==> config.mk <==
export PLATFORM = sky130hd
export DESIGN_NAME = add64_pipe_stage
export DESIGN_NICKNAME = d
export VERILOG_FILES = /design/src/rtl/add64_pipe_stage.sv
export SDC_FILE = /design/constraint.sdc
export NUM_CORES = 1
export LEC_CHECK = 0
export BUFFER_PORTS_ARGS = -buffer_cell sky130_fd_sc_hd__buf_2
export CORE_AREA = 2 2 186 188
export DETAILED_ROUTE_END_ITERATION = 16
export DIE_AREA = 0 0 188 190
export SETUP_SLACK_MARGIN = 0.2
export SKIP_CTS_REPAIR_TIMING = 1
export SYNTH_ARGS = -nofsm -noshare
export SYNTH_HDL_FRONTEND = slang
export SYNTH_SLANG_ARGS = --single-unit
==> constraint.sdc <==
create_clock -name clk -period 7.04 [get_ports clk]
set_input_delay 0.352 -clock clk [delete_from_list [all_inputs] [get_ports clk]]
set_output_delay 0.352 -clock clk [all_outputs]
set_load 0.05 [all_outputs]
==> src/rtl/add64_pipe_stage.sv <==
// Two-stage valid/ready 64-bit add/sub pipeline: S1 operand register -> cond_sum64 -> S2 result register.
// Adds ADD/SUB/ADC/SBB operand conditioning and an architectural carry register loaded as each op enters S2.

module cond_sum64 (
  input  logic [63:0] a,
  input  logic [63:0] b,
  input  logic        cin,
  output logic [63:0] sum,
  output logic        cout
);
  logic [16:0] blk_c0 [4];
  logic [16:0] blk_c1 [4];
  logic [4:0]  c;

  // Each 16-bit block precomputes both carry-in outcomes; the incoming carry picks one.
  always_comb begin
    c    = '0;
    c[0] = cin;
    sum  = '0;
    for (int unsigned i = 0; i < 4; i++) begin
      blk_c0[i]          = {1'b0, a[i*16 +: 16]} + {1'b0, b[i*16 +: 16]};
      blk_c1[i]          = {1'b0, a[i*16 +: 16]} + {1'b0, b[i*16 +: 16]} + 17'd1;
      sum[i*16 +: 16]    = c[i] ? blk_c1[i][15:0] : blk_c0[i][15:0];
      c[i+1]             = c[i] ? blk_c1[i][16]   : blk_c0[i][16];
    end
    cout = c[4];
  end
endmodule

module add64_pipe_stage #(
  parameter logic        CF_RST_VAL = 1'b0,
  parameter int unsigned TAG_W      = 4
) (
  input  logic             clk,
  input  logic             rst,
  input  logic             flush,
  input  logic             in_valid,
  output logic             in_ready,
  input  logic [1:0]       in_op,
  input  logic [63:0]      in_a,
  input  logic [63:0]      in_b,
  input  logic [TAG_W-1:0] in_tag,
  output logic             out_valid,
  input  logic             out_ready,
  output logic [63:0]      out_sum,
  output logic             out_cf,
  output logic             out_of,
  output logic             out_zf,
  output logic             out_sf,
  output logic [TAG_W-1:0] out_tag,
  output logic             cf_q
);
  typedef enum logic [1:0] {
    OP_ADD = 2'b00,
    OP_SUB = 2'b01,
    OP_ADC = 2'b10,
    OP_SBB = 2'b11
  } op_e;

  logic             s1_valid_q, s1_valid_d;
  op_e              s1_op_q, s1_op_d;
  logic [63:0]      s1_a_q, s1_a_d;
  logic [63:0]      s1_b_q, s1_b_d;
  logic [TAG_W-1:0] s1_tag_q, s1_tag_d;

  logic             s2_valid_q, s2_valid_d;
  logic [63:0]      s2_sum_q, s2_sum_d;
  logic             s2_cf_q, s2_cf_d;
  logic             s2_of_q, s2_of_d;
  logic             s2_zf_q, s2_zf_d;
  logic             s2_sf_q, s2_sf_d;
  logic [TAG_W-1:0] s2_tag_q, s2_tag_d;
  logic             cf_d;

  logic        s2_free, s1_adv, accept;
  logic [63:0] bx, sum;
  logic        cin, cout, cf_flag, of_flag;

  always_comb begin
    s2_free  = !s2_valid_q | out_ready;
    s1_adv   = s1_valid_q & s2_free & !flush;
    in_ready = !flush & (!s1_valid_q | s2_free);
    accept   = in_valid & in_ready;
  end

  // SUB/SBB invert B; SBB carries in the complement of the stored borrow.
  always_comb begin
    bx  = s1_op_q[0] ? ~s1_b_q : s1_b_q;
    cin = 1'b0;
    unique case (s1_op_q)
      OP_ADD: cin = 1'b0;
      OP_SUB: cin = 1'b1;
      OP_ADC: cin = cf_q;
      OP_SBB: cin = ~cf_q;
      default: cin = 1'b0;
    endcase
  end

  cond_sum64 u_sum (
    .a    (s1_a_q),
    .b    (bx),
    .cin  (cin),
    .sum  (sum),
    .cout (cout)
  );

  always_comb begin
    cf_flag = s1_op_q[0] ? ~cout : cout;
    of_flag = (s1_a_q[63] == bx[63]) & (sum[63] != s1_a_q[63]);
  end

  always_comb begin
    s1_valid_d = s1_valid_q;
    s1_op_d    = s1_op_q;
    s1_a_d     = s1_a_q;
    s1_b_d     = s1_b_q;
    s1_tag_d   = s1_tag_q;
    s2_valid_d = s2_valid_q;
    s2_sum_d   = s2_sum_q;
    s2_cf_d    = s2_cf_q;
    s2_of_d    = s2_of_q;
    s2_zf_d    = s2_zf_q;
    s2_sf_d    = s2_sf_q;
    s2_tag_d   = s2_tag_q;
    cf_d       = cf_q;
    if (flush) begin
      s1_valid_d = 1'b0;
      s2_valid_d = 1'b0;
    end else begin
      if (s1_adv) begin
        s2_valid_d = 1'b1;
        s2_sum_d   = sum;
        s2_cf_d    = cf_flag;
        s2_of_d    = of_flag;
        s2_zf_d    = ~|sum;
        s2_sf_d    = sum[63];
        s2_tag_d   = s1_tag_q;
        cf_d       = cf_flag;
      end else if (out_ready) begin
        s2_valid_d = 1'b0;
      end
      if (accept) begin
        s1_valid_d = 1'b1;
        s1_op_d    = op_e'(in_op);
        s1_a_d     = in_a;
        s1_b_d     = in_b;
        s1_tag_d   = in_tag;
      end else if (s1_adv) begin
        s1_valid_d = 1'b0;
      end
    end
  end

  always_ff @(posedge clk) begin
    if (rst) begin
      s1_valid_q <= 1'b0;
      s1_op_q    <= OP_ADD;
      s1_a_q     <= '0;
      s1_b_q     <= '0;
      s1_tag_q   <= '0;
      s2_valid_q <= 1'b0;
      s2_sum_q   <= '0;
      s2_cf_q    <= 1'b0;
      s2_of_q    <= 1'b0;
      s2_zf_q    <= 1'b0;
      s2_sf_q    <= 1'b0;
      s2_tag_q   <= '0;
      cf_q       <= CF_RST_VAL;
    end else begin
      s1_valid_q <= s1_valid_d;
      s1_op_q    <= s1_op_d;
      s1_a_q     <= s1_a_d;
      s1_b_q     <= s1_b_d;
      s1_tag_q   <= s1_tag_d;
      s2_valid_q <= s2_valid_d;
      s2_sum_q   <= s2_sum_d;
      s2_cf_q    <= s2_cf_d;
      s2_of_q    <= s2_of_d;
      s2_zf_q    <= s2_zf_d;
      s2_sf_q    <= s2_sf_d;
      s2_tag_q   <= s2_tag_d;
      cf_q       <= cf_d;
    end
  end

  assign out_valid = s2_valid_q;
  assign out_sum   = s2_sum_q;
  assign out_cf    = s2_cf_q;
  assign out_of    = s2_of_q;
  assign out_zf    = s2_zf_q;
  assign out_sf    = s2_sf_q;
  assign out_tag   = s2_tag_q;
endmodule

* Word level (Yosys, flattened, before mapping)
Cells that the tools add are included. Widths: inputs -> output; s select.
Word-level totals: input port bits 139, bits in registers 208, output and inout bits 75
Cells by class: add/subtract/negate cells 8, equality and inequality tests 5, reduce and logical (&&, ||, !) cells 11, bitwise operators 11, mux-type cells 15
Operators with widths (number):
- $add 16x16->17 | 4
- $add 17x1->17 const B | 4
- $mux 16 | 4
- $mux 64 | 1
- $not 64->64 | 1
- $reduce_or 64->1 | 1
- $mux 1 | 9
- $and 1x1->1 | 5
- $eq 2x2->1 const B | 2
- $logic_not 1->1 | 4
- $pmux 1 s4 | 1
- $reduce_and 2->1 | 2
- $reduce_bool 2->1 | 2
- $not 1->1 | 3
- $eq 2x1->1 const B | 1
- $logic_not 2->1 | 1
- $or 1x1->1 | 2
- $reduce_or 2->1 | 1
- $eq 1x1->1 | 1
- $ne 1x1->1 | 1

* Depth between registers and ports, before layout
Gate-level depths: netlist of the first run.
depth after elaboration 10, depth in mapped cells 24, mapped depth without buffers 19

* Cells and area by module
From an unflattened synthesis of the first run, not the netlist that was laid out.
Unflattened totals: cell total of the unflattened synthesis 1718, area total of the unflattened synthesis 13067.5 um^2
By module, submodules not included:
- add64_pipe_stage | sequential area each 4144.0 um^2, area each 7905.1 um^2, times used 1, cells an instance 999
- cond_sum64 | sequential area each 0.0 um^2, area each 5162.5 um^2, times used 1, cells an instance 719

* Least setup slack after synthesis of the first run
OpenSTA, ideal clock, no wires.
path kind register to register, start register s1_op_q[0], end register s2_zf_q, in the netlist out_zf, path slack 1.324 ns, period minus slack after synthesis 5.716 ns, data arrival time 5.656 ns, data required time 6.980 ns, cell stages (with the launch flop) 23, cells stage by stage dfxtp_1 clkbuf_1 buf_1 buf_1 xor2_1 ha_1 inv_1 fa_1 nand3b_2 a211o_1 a2111o_1 o211ai_2 nand3_1 nor4b_4 and4b_4 o21ai_1 buf_2 nand3_1 xor2_1 or4_1 or4bb_1 nand4b_1 nand2_1
On the way: cells in the longest elaborated chain, start to end 9, elaborated cells between the ends (all ways) 23
Ends and longest elaborated chain:
- start, declared | RTL line 61 | op_e s1_op_q, s1_op_d;
- start signal, assigned | RTL line 171 | s1_op_q <= s1_op_d;
- $mux 64 | RTL line 88 | bx = s1_op_q[0] ? ~s1_b_q : s1_b_q;
- $add 16x16->17 | RTL line 21, 22
- $add 17x1->17 | RTL line 22 | blk_c1[i] = {1'b0, a[i*16 +: 16]} + {1'b0, b[i*16 +: 16]} + 17'd1;
- $mux 1 (3 in a row) | RTL line 24 | c[i+1] = c[i] ? blk_c1[i][16] : blk_c0[i][16];
- $mux 16 | RTL line 23 | sum[i*16 +: 16] = c[i] ? blk_c1[i][15:0] : blk_c0[i][15:0];
- $reduce_or 64->1 (*) | RTL line 135 | s2_zf_d = ~|sum;
- $logic_not 1->1 (*) | RTL line 135
- end signal, assigned | RTL line 179 | s2_zf_q <= s2_zf_d;
- end, declared | RTL line 70 | logic s2_zf_q, s2_zf_d;
Every way passes the cells marked *; elsewhere a longest branch is shown, timed or not. A chain may end at the register's enable or synchronous reset.

* Worst setup path in the final report of the first run
Ends and elaborated chain as after synthesis.

==> flow_summary.yaml, run 1 <==
routing:
  route.vias.total: 12400
  drtIter0Drc: 580
  wl_per_cell_um: 16.4
  drc_errors: 0
  drtPass1Iterations: 5
  finalWirelength_mm: 38.5
  vias_per_cell: 5.28
  antenna_left: 0
clock_tree:
  cts-buffers-inserted: 26
  max-clock-path-buffers: 3
  cts_tree: "yes"
  clockRootBuffer: "clkbuf_16"
  clock-sinks: 207
  h-tree-depth: 1
  clk_latency_ps: 530
  path_clk_slew_ps: 60
placement:
  port_buffers: 213
  dp_hpwl_mm: 29.1
  gp_congestion: 0.936
  place_area_sq_mm: 0.0146
pwr:
  power_density_mw_per_mm2: 221
  peakVddDrop_v: 0.000160
  p_leak_nw: 6.70
  finalPower_mw: 3.44
global_routing:
  antenna_found_initial: 0
  grt_pass1_vias: 11800
  gr-total-overflow: 0
  grt.total_usage: 0.209
  grt_pass1_wl_mm: 61.5
  grt_max_degree: 99
timing:
  clock.fmax_ghz: 0.163
  clock_skew_ps: 15.3
  rsz0062_at_grt: "no"
  setup_violations: 0
  slew_viol_final: 0
  post-route-period-util: 0.872
  timing.final.hold_violations: 0
  tns_ps: 0
  max-slew-margin-rel: 0.368
  tightest_slew_ps: 933
  period_minus_slack_ps: 6140
final_layout:
  multi_input_area_sq_mm: 0.00867
  utilization: 0.460
  stdcell_area_sq_mm: 0.0156
  layout-drive-gt1-share: 0.159
  antennaDiodeCount: 0
  nFillCells: 3484
  layout.area.seq_sq_mm: 0.00415
  num-nets-final: 2091
  syn_to_final_growth_pct: 17.4
setup_path:
  worstSetupStartpoint: "s1_op_q[0]"
  worstPathRequired_ps: 7510
  crit_path_start_kind: "flip-flop"
  worstReg2RegStart: "s1_op_q[0]"
  critical_path.max_fanout: 25
  crit_path_top_delay_cell: "o21ai_1"
  r2r_slack_ps: 900
  timing.rr.end: "out_zf"
  cp.buffers_inverters: 2
  endpoint: "out_zf"
  crit_top_cell: "o21ai_1"
  crit_chain: "buf_4 > xor2_1 > ha_1 > inv_1 > fa_1 > nand2b_1 > a21oi_1 > o21ai_1 > nor2b_1 > xnor2_1 > and3_1 > and4_1 > o21ai_1 > nand4_1 > or3_1 > a2111oi_0 > or4bb_1 > nand4b_1 > nand2_1"
  worst-setup-path-type: "reg -> reg"
  cp.depth: 19
  reg2regPathDepth: 19
  crit_family: "simple AND/OR/NAND/NOR gates"
  cp.arrival_ps: 6610
  slowest_delay_ps: 660
  crit_path_end_kind: "flip-flop"
synth:
  synth_cells: 1728
  synth.top_cell.area_share: 0.312
  ys_warn_count: 0
  synth.cell_area_sq_mm: 0.0133
  synth_edf_count: 0
  synth-async-reset-ratio: 0
  synth_fp_nets: 1941
  synth.area.top_cells: "dfxtp_1 31%, nand2_1 10%, a21oi_1 7.4%, xor2_1 6.9%, ha_1 6.6%"
  avgSynthCellArea_sq_um: 7.70
  synth.ff_latch_count: 207
  ys_types: 93
  synth_area_leader_cell: "dfxtp_1"
  synth_top_flop_cell: "dfxtp_1"
  ys_seq_area_frac: 0.312
flow_run:
  drv_cap: 0
status:
  status: "finished, final reports clean"
floorplan:
  rows: 68
  core_area_sq_mm: 0.0339
  num_io_pins: 214
  die_width_um: 188
  initial_core_util: 0.392
  dieArea_sq_mm: 0.0357
  die_h_um: 190
worst_hold_path:
  hold_class: "in -> reg"
## where the power goes
part	switching, mW	internal (mW)	leakage, nW
registers	0.0321	1.22	1.69
logic	0.437	0.258	4.54
clock network	0.554	0.946	0.471
total	1.02	2.42	6.70
## per-layer routing
layer  track usage  wire length [um]
met2         0.341             17400
met3        0.0312              1860
met5             0                 0
met1         0.285             18200
met4        0.0639              1040
## worst min path at each step
stage                     start         end  depth (start not counted)
floorplan                 flush   out_valid                          1
global placement    s1_tag_q[0]  out_tag[0]                          2
detailed placement   out_sum[7]  out_sum[7]                          2
CTS                       flush   out_valid                          2
global route              flush   out_valid                          2
finish                    flush   out_valid                          2
## metrics by stage
stage          hold WS (ps)  setup WS, ps  std cells
3_3_place_gp            437          1070       2305
4_1_cts                27.4           897       2353
6_report               48.3           904       2353
3_5_place_dp            443           965       2305
5_1_grt                32.2           477       2353
2_1_floorplan           431          1320       1728
## worst reg2reg max path: cells and delay by family (launching register included)
| family | cells | cell delay (ps) |
|---|---|---|
| AOI/OAI and AO/OA | 4 | 1660 |
| xor gates and xnor gates | 2 | 450 |
| adders and majority gates | 2 | 580 |
| buffers and inverters | 2 | 450 |
| DFF | 1 | 440 |
| and+or+nand+nor | 9 | 2500 |
## cell usage after synthesis (all sizes together) (22+ instances only)
cell type  count
a211oi        50
buf           22
xor2         105
ha            70
nand3         41
nor2         129
inv           30
clkbuf        78
o21ai         41
a21oi        197
dfxtp        207
nand2        361
nor3          35
xnor2         74
## registers in the layout (all words and copies together) (netlist names)
signal / flops
s1_valid_q: 1
out_of: 1
out_valid: 1
s1_b_q: 64
out_cf: 1
s1_tag_q: 4
out_sum: 64
out_tag: 4
out_zf: 1
s1_a_q: 64
s1_op_q: 2
## cell usage in the layout, fill, tap and decap left out, types with 6 or more instances in the layout
cell	instances
nand3_1	41
or3_1	15
or4_1	6
nand2b_1	11
mux2i_1	13
nor2_1	129
nor3_1	35
o21ai_1	7
clkbuf_16	27
nor2b_1	11
o21ai_0	34
inv_1	30
buf_4	9
o21a_1	16
nand2_1	360
a21o_1	19
dfxtp_1	206
and4_1	6
a211oi_1	48
and2_1	15
nand4_1	16
bufinv_16	6
a21oi_1	197
buf_2	212
o211ai_1	9
and3_1	14
ha_1	70
a311oi_1	7
xnor2_1	72
a31oi_1	7
xor2_1	105
## layout make-up
class	count	share of cell area
well taps	455	0.0365
multi-input cells	1391	0.555
repair buffers	222	0.0730
inverters	30	0.00721
flip-flops and latches	207	0.266
clock inverters	18	0.0171
clock buffers	30	0.0453
## logic make-up (layout without fill, tap and decap cells)
logic type / count (synthesis) / after routing / share of synthesized area
and+or+nand+nor: 703 / 703 / 0.243
AOI/OAI and AO/OA: 419 / 419 / 0.205
DFF: 207 / 207 / 0.312
muxes: 16 / 16 / 0.0123
xor gates and xnor gates: 179 / 179 / 0.118
adders and majority gates: 74 / 74 / 0.0719
buffers and inverters: 130 / 300 / 0.0382
No activity file was read; power rests on OpenSTA's default activity.
==> inputs of run 2 (changes only) <==
==> constraint.sdc (replaced) <==
create_clock -name clk -period 7.04 [get_ports clk]
set_input_delay 1.408 -clock clk [delete_from_list [all_inputs] [get_ports clk]]
set_output_delay 1.408 -clock clk [all_outputs]
set_load 0.05 [all_outputs]
==> run 2 against run 1 <==
Effect of this change: critical path depth down 1; sequential cell count stayed put; power decreased by 7.9%; largest power group is now sequential cells; sequential power hardly changed; critical path type unchanged; largest cell class unchanged; setup slack improved by 66 ps; clock power shrank 18%; design area down 1.2%; hold slack better by 400 ps.
==> flow_summary.yaml, run 2 (same netlist as run 1, synthesis figures left out) <==
routing:
  drc_errors: 0
  drtIter0Drc: 657
  met1Wirelength_mm: 18.1
  topRoutingLayerUsed: "met4"
  vias_per_cell: 5.23
  wl_met3_mm: 1.88
  wl_per_cell_um: 16.1
  drtPass1Iterations: 5
  route.vias.total: 12300
  met2WireLength_mm: 16.7
  antenna_left: 0
  finalWirelength_mm: 37.7
timing:
  clock.fmax_ghz: 0.165
  clock_skew_ps: 16.7
  setup_violations: 0
  period_minus_slack_ps: 6070
  timing.final.hold_violations: 0
  slew_viol_final: 0
  setup_ws_ps: 970
  tns_ps: 0
  rsz0062_at_grt: "no"
  max-slew-margin-rel: 0.333
  post-route-period-util: 0.862
  tightest_slew_ps: 996
final_layout:
  num-nets-final: 2090
  multi_input_area_sq_mm: 0.00867
  nFillCells: 3422
  utilization: 0.454
  layout_commonest_cell: "nand2_1"
  syn_to_final_growth_pct: 15.9
  final_cell_mix: "360 x nand2_1, 212 x buf_2, 206 x dfxtp_1, 197 x a21oi_1, 129 x nor2_1"
  layout-drive-gt1-share: 0.155
  antennaDiodeCount: 0
  layout.area.seq_sq_mm: 0.00415
clock_tree:
  clockRootBuffer: "clkbuf_16"
  max-clock-path-buffers: 3
  cts_tree: "yes"
  path_clk_slew_ps: 60
  clock-sinks: 207
  cts-buffers-inserted: 25
  h-tree-depth: 1
  clk_latency_ps: 530
worst_hold_path:
  hold_class: "reg -> reg"
  min_from: "out_sum[39]"
  min_path_cells: 2
  worstHoldEndpoint: "out_sum[39]"
setup_path:
  worstPathRequired_ps: 7520
  worstReg2RegStart: "s1_op_q[0]"
  r2r_slack_ps: 970
  crit_path_start_kind: "flip-flop"
  reg2regPathDepth: 18
  timing.rr.end: "out_zf"
  crit_path_end_kind: "flip-flop"
  critical_path.max_fanout: 21
  worst-setup-path-type: "reg -> reg"
  cp.arrival_ps: 6550
global_routing:
  grt.total_usage: 0.208
  grt_max_degree: 99
  grt_pass1_vias: 11700
  gr-total-overflow: 0
  antenna_found_initial: 0
  grt_pass1_wl_mm: 60.9
placement:
  gp_congestion: 0.940
  pre_cts_slack_ps: 945
  dp_hpwl_mm: 28.7
  port_buffers: 213
floorplan:
  die_width_um: 188
  initial_core_util: 0.392
  dieArea_sq_mm: 0.0357
  rows: 68
  core_area_sq_mm: 0.0339
  num_io_pins: 214
  die_h_um: 190
status:
  status: "finished, final reports clean"
pwr:
  finalPower_mw: 3.17
  p_leak_nw: 6.60
  power_density_mw_per_mm2: 206
  peakVddDrop_v: 0.000185
flow_run:
  drv_cap: 0
==> run 2: how the worst max path moves through the flow <==
stage / from / depth (start not counted) / endpoint / slack, ps
global placement: s1_op_q[0] / 17 / out_zf / 1050
detailed placement: s1_op_q[0] / 18 / out_zf / 950
CTS: s1_op_q[0] / 17 / out_zf / 930
global route: s1_op_q[0] / 18 / out_zf / 470
floorplan: s1_op_q[0] / 22 / out_zf / 1320
finish: s1_op_q[0] / 18 / out_zf / 970
==> run 2: routing by layer <==
metal  up-vias  global-route usage
met4         0              0.0597
li1       6338                   -
met1      5571               0.290
met3        55              0.0277
met5         -                   0
met2       308               0.335
==> run 2: power breakdown <==
group	leakage [nW]	switching (mW)	internal, mW	total (mW)
combinational	4.54	0.433	0.258	0.691
sequential	1.69	0.0320	1.22	1.25
clock	0.378	0.511	0.720	1.23
total	6.60	0.976	2.19	3.17
==> run 2: area by class of cell <==
| type | count | area share |
|---|---|---|
| clock inverter | 7 | 0.00333 |
| clock buffer | 34 | 0.0473 |
| multi-input combinational | 1391 | 0.562 |
| inverter | 30 | 0.00730 |
| tap | 455 | 0.0369 |
| timing repair buffer | 222 | 0.0739 |
| sequential | 207 | 0.269 |
==> run 2: stage by stage <==
step	area [sq um]	hold slack (ps)	cells
after global placement	14600	438	2305
final	15400	450	2346
after floorplan	13300	432	1728
after global routing	15400	465	2346
after detailed placement	14600	443	2305
after CTS	15400	454	2346
==> run 2: worst max-delay path, stage by stage (launching register included) <==
cell and delay (ps):
dfxtp_4 440, xor2_1 160, ha_1 200, inv_1 60
fa_1 430, nand3b_2 290, a211o_1 340, a21o_1 190
o21a_1 170, xor2_1 370, nor4b_4 130, xnor2_2 790
mux2i_1 300, nor4_1 650, o2111ai_1 200, or4_1 470
or4bb_1 540, nand4b_1 180, nand2_1 90
==> inputs of run 3 (changes only) <==
--- a/config.mk
+++ b/config.mk
@@ -5,7 +5,7 @@
 export SDC_FILE = /design/constraint.sdc
 export NUM_CORES = 1
 export LEC_CHECK = 0
-export BUFFER_PORTS_ARGS = -buffer_cell sky130_fd_sc_hd__buf_2
+export BUFFER_PORTS_ARGS = -buffer_cell sky130_fd_sc_hd__clkbuf_2
 export CORE_AREA = 2 2 186 188
 export DETAILED_ROUTE_END_ITERATION = 16
 export DIE_AREA = 0 0 188 190
==> run 3 against run 2 <==
Effect of this change: critical path depth up 1; sequential share of layout area down 0.076 points; critical endpoint unchanged; critical path type unchanged; largest power group is now the clock network; clock power up 6%; global-route usage up 0.12 points.
==> flow_summary.yaml, run 3 (same netlist as run 1, synthesis figures left out) <==
setup_path:
  endpoint: "out_zf"
  crit_top_cell: "o21ai_1"
  worst-setup-path-type: "reg -> reg"
  crit_path_top_delay_cell: "o21ai_1"
  timing.rr.end: "out_zf"
  worstPathRequired_ps: 7510
  worstReg2RegStart: "s1_op_q[0]"
  r2r_slack_ps: 970
  crit_chain: "buf_4 > xor2_1 > ha_1 > inv_1 > fa_1 > nand2b_1 > a21oi_1 > o21ai_1 > nor2b_1 > xnor2_1 > and3_1 > and4_1 > o21ai_1 > nand4_1 > or3_1 > a2111oi_0 > or4bb_1 > nand4b_1 > nand2_1"
  crit_path_start_kind: "flip-flop"
  crit_path_end_kind: "flip-flop"
  reg2regPathDepth: 19
  critical_path.max_fanout: 25
  worstSetupStartpoint: "s1_op_q[0]"
  slowest_delay_ps: 660
  cp.arrival_ps: 6540
status:
  status: "finished, final reports clean"
timing:
  post-route-period-util: 0.862
  clock_skew_ps: 15.4
  timing.final.hold_violations: 0
  tns_ps: 0
  period_minus_slack_ps: 6070
  max-slew-margin-rel: 0.365
  slew_viol_final: 0
  rsz0062_at_grt: "no"
  tightest_slew_ps: 937
  clock.fmax_ghz: 0.165
  setup_violations: 0
routing:
  antenna_left: 0
  vias_per_cell: 5.35
  drc_errors: 0
  wl_per_cell_um: 16.4
  drtIter0Drc: 689
  route.vias.total: 12600
  drtPass1Iterations: 5
  finalWirelength_mm: 38.4
flow_run:
  drv_cap: 0
placement:
  dp_hpwl_mm: 29.0
  dp_cells: 2305
  gp_congestion: 0.952
  port_buffers: 213
final_layout:
  instances_no_fill: 2348
  num-nets-final: 2090
  antennaDiodeCount: 0
  syn_to_final_growth_pct: 16.3
  nFillCells: 3465
  layout_commonest_cell: "nand2_1"
  final_cell_mix: "360 x nand2_1, 212 x clkbuf_2, 206 x dfxtp_1, 197 x a21oi_1, 129 x nor2_1"
  layout-drive-gt1-share: 0.156
clock_tree:
  clockRootBuffer: "clkbuf_16"
  clock-sinks: 207
  path_clk_slew_ps: 60
  max-clock-path-buffers: 3
  cts_tree: "yes"
  cts-buffers-inserted: 25
  clk_latency_ps: 540
  h-tree-depth: 1
floorplan:
  dieArea_sq_mm: 0.0357
  die_h_um: 190
  initial_core_util: 0.392
  rows: 68
  num_io_pins: 214
  core_area_sq_mm: 0.0339
  die_width_um: 188
pwr:
  power_density_mw_per_mm2: 210
  p_leak_nw: 6.59
  peakVddDrop_v: 0.000152
worst_hold_path:
  min_from: "s1_tag_q[1]"
  hold_class: "reg -> reg"
  min_path_cells: 2
global_routing:
  grt.total_usage: 0.209
  grt_pass1_vias: 11900
  grt_max_degree: 96
  gr-total-overflow: 0
  antenna_found_initial: 0
  grt_pass1_wl_mm: 61.4
==> run 3: changes by cell type in the layout (fill, tap and decap cells not counted), sizes merged <==
cell and change:
clkinv +1, buf -212, clkbuf +211, bufinv +2
==> run 3: worst min path at each step <==
stage	endpoint	slack (ps)
final	out_tag[1]	460
after global routing	out_sum[7]	470
after CTS	out_tag[1]	460
after detailed placement	out_sum[7]	450
after global placement	out_tag[1]	440
after floorplan	out_tag[0]	430
==> run 3: stage by stage <==
step | power, mW | hold WS (ps) | instance area, sq um | util | worst slack, ps
finish | 3.25 | 455 | 15500 | 0.455 | 974
detailed placement | 1.97 | 447 | 14600 | 0.431 | 997
floorplan | 1.77 | 432 | 13300 | - | 1320
global placement | 1.96 | 443 | 14600 | 0.431 | 1090
CTS | 3.28 | 456 | 15500 | 0.455 | 972
global route | 3.40 | 475 | 15500 | 0.455 | 487
==> run 3: report_power, final <==
part / switching, mW / internal [mW]
logic: 0.438 / 0.258
registers: 0.0330 / 1.22
clock network: 0.525 / 0.777
total: 0.997 / 2.25
==> run 3: critical path: cells and delay by family (launching register included) <==
family / cells / cell delay [ps]
flops: 1 / 440
xor+xnor: 2 / 410
fa+ha+maj: 2 / 570
simple gates: 9 / 2480
buf+inv: 2 / 440
compound gates: 4 / 1640
==> run 3: final cells by class <==
| class | instances | area, sq um | area share |
|---|---|---|---|
| sequential | 207 | 4150 | 0.268 |
| tap | 455 | 569 | 0.0368 |
| clock buffer | 33 | 706 | 0.0456 |
| clock inverter | 10 | 119 | 0.00769 |
| timing repair buffer | 222 | 1140 | 0.0737 |
| inverter | 30 | 113 | 0.00728 |
| multi-input combinational | 1391 | 8670 | 0.561 |
==> run 3: layer usage <==
metal  vias up  track usage  wire length (um)
met2       355        0.341             17100
li1       6336            -                 -
met3        58       0.0312              2110
met4         0       0.0615              1030
met1      5820        0.286             18200
met5         -            0                 0
